<file path="config.mk">
export PLATFORM = sky130hd
export DESIGN_NAME = prog_counter_flat
export DESIGN_NICKNAME = d
export VERILOG_FILES = /design/src/rtl/prog_counter_pkg.sv /design/src/rtl/prog_counter_if.sv /design/src/rtl/prog_counter.sv /design/src/flat_wrapper.sv
export SDC_FILE = /design/constraint.sdc
export NUM_CORES = 1
export LEC_CHECK = 0
export BUFFER_PORTS_ARGS = -buffer_cell sky130_fd_sc_hd__buf_2
export CAP_MARGIN = 30
export CORE_UTILIZATION = 30
export CTS_CLUSTER_DIAMETER = 200
export CTS_CLUSTER_SIZE = 28
export DETAILED_ROUTE_END_ITERATION = 12
export GPL_TIMING_DRIVEN = 1
export PLACE_DENSITY = 0.62
export SYNTH_ARGS = -nofsm -noshare
export SYNTH_HDL_FRONTEND = slang
export SYNTH_SLANG_ARGS = --single-unit
</file>
<file path="constraint.sdc">
create_clock -name clk_i -period 4.3 [get_ports clk_i]
set_input_delay 0.43 -clock clk_i [delete_from_list [all_inputs] [get_ports clk_i]]
set_output_delay 0.43 -clock clk_i [all_outputs]
set_load 0.02 [all_outputs]
</file>
<file path="src/rtl/prog_counter_pkg.sv">
// Shared types and constants for the programmable up/down counter.
package prog_counter_pkg;

    typedef enum logic [0:0] {
        ST_RUN  = 1'b0,
        ST_DONE = 1'b1
    } state_e;

    localparam logic MODE_WRAP    = 1'b0;
    localparam logic MODE_ONESHOT = 1'b1;

endpackage

</file>
<file path="src/rtl/prog_counter_if.sv">
// Control/status bundle of the programmable counter; master drives controls, slave is the counter.
interface prog_counter_if #(
    parameter int WIDTH = 4
) ();

    logic             en_i;
    logic             up_dn_i;
    logic             mode_i;
    logic [WIDTH-1:0] max_i;
    logic             load_i;
    logic [WIDTH-1:0] load_val_i;
    logic [WIDTH-1:0] count_o;
    logic             tc_o;
    logic             wrap_o;
    logic             done_o;

    modport master (
        output en_i, up_dn_i, mode_i, max_i, load_i, load_val_i,
        input  count_o, tc_o, wrap_o, done_o
    );

    modport slave (
        input  en_i, up_dn_i, mode_i, max_i, load_i, load_val_i,
        output count_o, tc_o, wrap_o, done_o
    );

endinterface

</file>
<file path="src/rtl/prog_counter.sv">
// Programmable-range up/down counter with WRAP and ONESHOT modes, load with clamp to max_i.
module prog_counter
    import prog_counter_pkg::*;
#(
    parameter int          WIDTH     = 4,
    parameter int unsigned RESET_VAL = 0
) (
    input logic            clk_i,
    input logic            rst_i,
    prog_counter_if.slave  bus
);

    state_e           state_r;
    state_e           nxt_state_s;
    logic [WIDTH-1:0] count_r;
    logic [WIDTH-1:0] nxt_count_s;
    logic             wrap_r;
    logic             nxt_wrap_s;
    logic             done_r;

    // Next-state, next-count and wrap pulse; DONE freezes everything except load.
    always_comb begin
        nxt_state_s = state_r;
        nxt_count_s = count_r;
        nxt_wrap_s  = 1'b0;
        if (bus.load_i) begin
            nxt_count_s = (bus.load_val_i > bus.max_i) ? bus.max_i : bus.load_val_i;
            nxt_state_s = ST_RUN;
        end else if (bus.en_i && (state_r == ST_RUN)) begin
            if (bus.up_dn_i) begin
                // Terminal uses >= so a count above a lowered max_i still terminates.
                if (count_r >= bus.max_i) begin
                    if (bus.mode_i == MODE_WRAP) begin
                        nxt_count_s = {WIDTH{1'b0}};
                        nxt_wrap_s  = 1'b1;
                    end else begin
                        nxt_count_s = bus.max_i;
                        nxt_state_s = ST_DONE;
                    end
                end else begin
                    nxt_count_s = count_r + {{(WIDTH-1){1'b0}}, 1'b1};
                end
            end else begin
                if (count_r == {WIDTH{1'b0}}) begin
                    if (bus.mode_i == MODE_WRAP) begin
                        nxt_count_s = bus.max_i;
                        nxt_wrap_s  = 1'b1;
                    end else begin
                        nxt_count_s = {WIDTH{1'b0}};
                        nxt_state_s = ST_DONE;
                    end
                end else begin
                    nxt_count_s = count_r - {{(WIDTH-1){1'b0}}, 1'b1};
                end
            end
        end else begin
            nxt_state_s = state_r;
        end
    end

    // State, count and status registers with synchronous reset.
    always_ff @(posedge clk_i) begin
        if (rst_i) begin
            state_r <= ST_RUN;
            count_r <= WIDTH'(RESET_VAL);
            wrap_r  <= 1'b0;
            done_r  <= 1'b0;
        end else begin
            state_r <= nxt_state_s;
            count_r <= nxt_count_s;
            wrap_r  <= nxt_wrap_s;
            done_r  <= (nxt_state_s == ST_DONE);
        end
    end

    assign bus.count_o = count_r;
    assign bus.wrap_o  = wrap_r;
    assign bus.done_o  = done_r;
    assign bus.tc_o    = bus.up_dn_i ? (count_r >= bus.max_i) : (count_r == {WIDTH{1'b0}});

endmodule

</file>
<file path="src/flat_wrapper.sv">
// flat-port wrapper written by rule: the top's interface ports become plain ports
module prog_counter_flat import prog_counter_pkg::*;
#(
    parameter int          WIDTH     = 4,
    parameter int unsigned RESET_VAL = 0
)
  (clk_i, rst_i, bus_en_i, bus_up_dn_i, bus_mode_i, bus_max_i, bus_load_i, bus_load_val_i, bus_count_o, bus_tc_o, bus_wrap_o, bus_done_o);
  prog_counter_if #(.WIDTH(WIDTH)) bus_i ();
  input logic clk_i;
  input logic rst_i;
  input wire logic [$bits(bus_i.en_i)-1:0] bus_en_i;
  input wire logic [$bits(bus_i.up_dn_i)-1:0] bus_up_dn_i;
  input wire logic [$bits(bus_i.mode_i)-1:0] bus_mode_i;
  input wire logic [$bits(bus_i.max_i)-1:0] bus_max_i;
  input wire logic [$bits(bus_i.load_i)-1:0] bus_load_i;
  input wire logic [$bits(bus_i.load_val_i)-1:0] bus_load_val_i;
  output wire logic [$bits(bus_i.count_o)-1:0] bus_count_o;
  output wire logic [$bits(bus_i.tc_o)-1:0] bus_tc_o;
  output wire logic [$bits(bus_i.wrap_o)-1:0] bus_wrap_o;
  output wire logic [$bits(bus_i.done_o)-1:0] bus_done_o;
  assign bus_i.en_i = bus_en_i;
  assign bus_i.up_dn_i = bus_up_dn_i;
  assign bus_i.mode_i = bus_mode_i;
  assign bus_i.max_i = bus_max_i;
  assign bus_i.load_i = bus_load_i;
  assign bus_i.load_val_i = bus_load_val_i;
  assign bus_count_o = bus_i.count_o;
  assign bus_tc_o = bus_i.tc_o;
  assign bus_wrap_o = bus_i.wrap_o;
  assign bus_done_o = bus_i.done_o;
  prog_counter #(.WIDTH(WIDTH), .RESET_VAL(RESET_VAL)) u_core (.clk_i(clk_i), .rst_i(rst_i), .bus(bus_i));
endmodule
</file>
==> results by group <==
STA
  • Clock skew: 8.08 ps
  • Worst slew pin tran: 523 ps
  • Fin crit period: 2600 ps
  • FMAX: 0.385 GHz
  • Final Hold Fails: 0
  • Setup TNS: 0 ps
  • RSZ-0062 raised after global routing: no
  • Max Slew Vio Count: 0
  • Setup violations, final: 0
  • Worst slew margin: 0.650
  • Fin crit share: 0.605

Place
  • Placed cells: 140
  • GP Congestion: 0.863
  • I/O Buffers: 20
  • Detail Placement HPWL: 1700 um

Yosys
  • Post-synthesis sequential area ratio: 0.156
  • Avg Synthesized Cell Area: 8.26 um^2
  • Cell count after synthesis: 93
  • Post-synthesis async set-or-reset flop share: 0
  • Top cells by area, synth: ha_1 (16%), dfxtp_1 (16%), a21oi_1 (3.9%)
  • Syn Std Cell Area: 768 um^2
  • Ys flop type: dfxtp_1
  • Synthesized Nets: 117
  • Cell taking the most area after synthesis: ha_1
  • Post-synth top area share: 0.163
  • Post-synth EDFFs: 0
  • Yosys cell types: 38
  • Ys Warns: 0
  • Most frequent cells after synthesis: ha_1 (10), inv_1 (8), a21oi_1 (6), dfxtp_1 (6), nor2_1 (6)
  • Most frequent cell after synthesis: ha_1
  • Yosys reg bits: 6

Clocking
  • CTS max path bufs: 2
  • Worst-Skew Late Latency: 250 ps
  • Clock slew at reported path FFs: 60 ps
  • CTS H-Tree Depth: 1
  • # resized after CTS: 0
  • Postcts setup bufs: 0
  • Clock Sinks: 6
  • Hold-fix buffers, CTS: 0
  • Root Buffer: clkbuf_4
  • CTS buffer count: 3
  • CTS tree: done

Routing
  • DRT iter0 DRCs: 29
  • DRC viols: 0
  • DRT Pass-1 Iters: 4
  • Drt total wl: 2070 um
  • WL/cell: 14.4 um
  • DR vias/cell: 5.64
  • DRT antenna net count: 0
  • Vias: 806

GRT
  • GRT overflow: 0
  • All-Layer GR Usage: 0.179
  • Largest net degree at the start of global routing: 17
  • Global-route wire length before repair: 3680 um
  • Initial antenna violation count: 0
  • Vias in the first global route: 774

Floorplan
  • Die Ht: 52.6 um
  • Core region area: 0.00232 mm^2
  • Die Width: 52.6 um
  • Cell Rows: 17
  • Initial cell density of the core: 0.331
  • Die Area: 0.00277 mm^2
  • I/O pin count: 21

Finish
  • Non-Filler Instances: 143
  • Fraction of layout cells with a size suffix above 1: 0.243
  • Fin util: 0.398
  • Number of diodes: 0
  • Layout area overhead: 20.0%
  • NumNets Final: 141

Power and ir drop
  • Maximum VDD drop: 0.140 mV
  • Reg power frac: 0.283
  • Static Leak: 0.421 nW
  • Total chip power: 0.247 mW
  • Switch share: 0.415
  • Combinational power share: 0.494
  • Cell Pwr Density: 268 mW/mm^2
  • Psw: 0.103 mW
  • Power Internal: 0.144 mW
  • Clock power share: 0.223

Setup path
  • Max Fanout on Critical Path: 9
  • Setup CP Type: register to output pin
  • Critical Path Start Type: register
  • Required time of the critical path: 3870 ps
  • Register-to-Register Setup Slack: 2060 ps
  • Crit path capture type: output pin
  • WP data arrival: 2170 ps

Run status
  • Status: complete, no violations

Flow run
  • Max_cap viols: 0

Min path
  • Hold Path Class: primary input to register
-- power groups by stage --
| stage | clock, mW | sequential, mW | combinational [mW] |
|---|---|---|---|
| after floorplan | 0 | 0.0748 | 0.0817 |
| after global placement | 0 | 0.0708 | 0.118 |
| after detailed placement | 0 | 0.0711 | 0.121 |
| after CTS | 0.0559 | 0.0699 | 0.122 |
| after global routing | 0.0580 | 0.0713 | 0.137 |
| final | 0.0551 | 0.0699 | 0.122 |
-- registers in the layout, summed over array words and instances, names as in the netlist --
register	flops
u_core.bus.count_o	4
u_core.state_r	1
u_core.bus.wrap_o	1
-- metal layers --
metal / vias to the layer above / wire length (um) / GRT usage
met5: - / 0 / 0
met4: 0 / 21 / 0.0614
met3: 4 / 96 / 0.0145
met2: 26 / 906 / 0.274
met1: 371 / 1040 / 0.259
li1: 405 / - / -
-- cells by family after synthesis --
group | count (synthesis) | share of synthesized area
simple gates | 35 | 0.264
compound gates | 28 | 0.311
fa+ha+maj | 10 | 0.163
buf+inv | 9 | 0.0440
flops | 6 | 0.156
mux | 3 | 0.0391
xor+xnor | 2 | 0.0228
-- cell usage in the layout (no fill, tap or decap), types with 5 or more instances in the layout --
cell type / synthesis / final
buf_2: 0 / 20
ha_1: 10 / 10
inv_1: 8 / 8
nor2_1: 6 / 6
a21oi_1: 6 / 6
dfxtp_1: 6 / 6
nand2_1: 5 / 5
nor3_1: 5 / 5
-- worst max-delay path: stages (launching register included) --
cell and delay [ps]:
dfxtp_1 410, inv_1 110, ha_1 300, nand2b_4 140
a2111oi_4 560, o31ai_1 200, buf_2 200
-- layout make-up --
cell class                 instances  area, um^2
timing repair buffer              20         100
tap                               28        35.0
inverter                           8        30.0
clock buffer                       3        22.5
sequential                         6         120
multi-input combinational         78         614
fill                             244        1400
-- final timing paths --
check | from | endpoint | cells past startpoint
hold reg to reg | u_core.state_r | u_core.state_r | 2
hold / removal | rst_i | u_core.bus.count_o[3] | 2
setup / recovery | u_core.bus.count_o[0] | bus_tc_o | 6
setup reg to reg | u_core.bus.count_o[0] | u_core.bus.count_o[2] | 7
-- per-stage QoR --
step	hold WS, ps	setup WS (ps)	cell area [um^2]
detailed placement	559	1940	900
CTS	454	1700	922
global route	481	1540	922
floorplan	499	2060	768
global placement	547	2000	900
finish	464	1700	922
(Power assumes the default switching activity.)
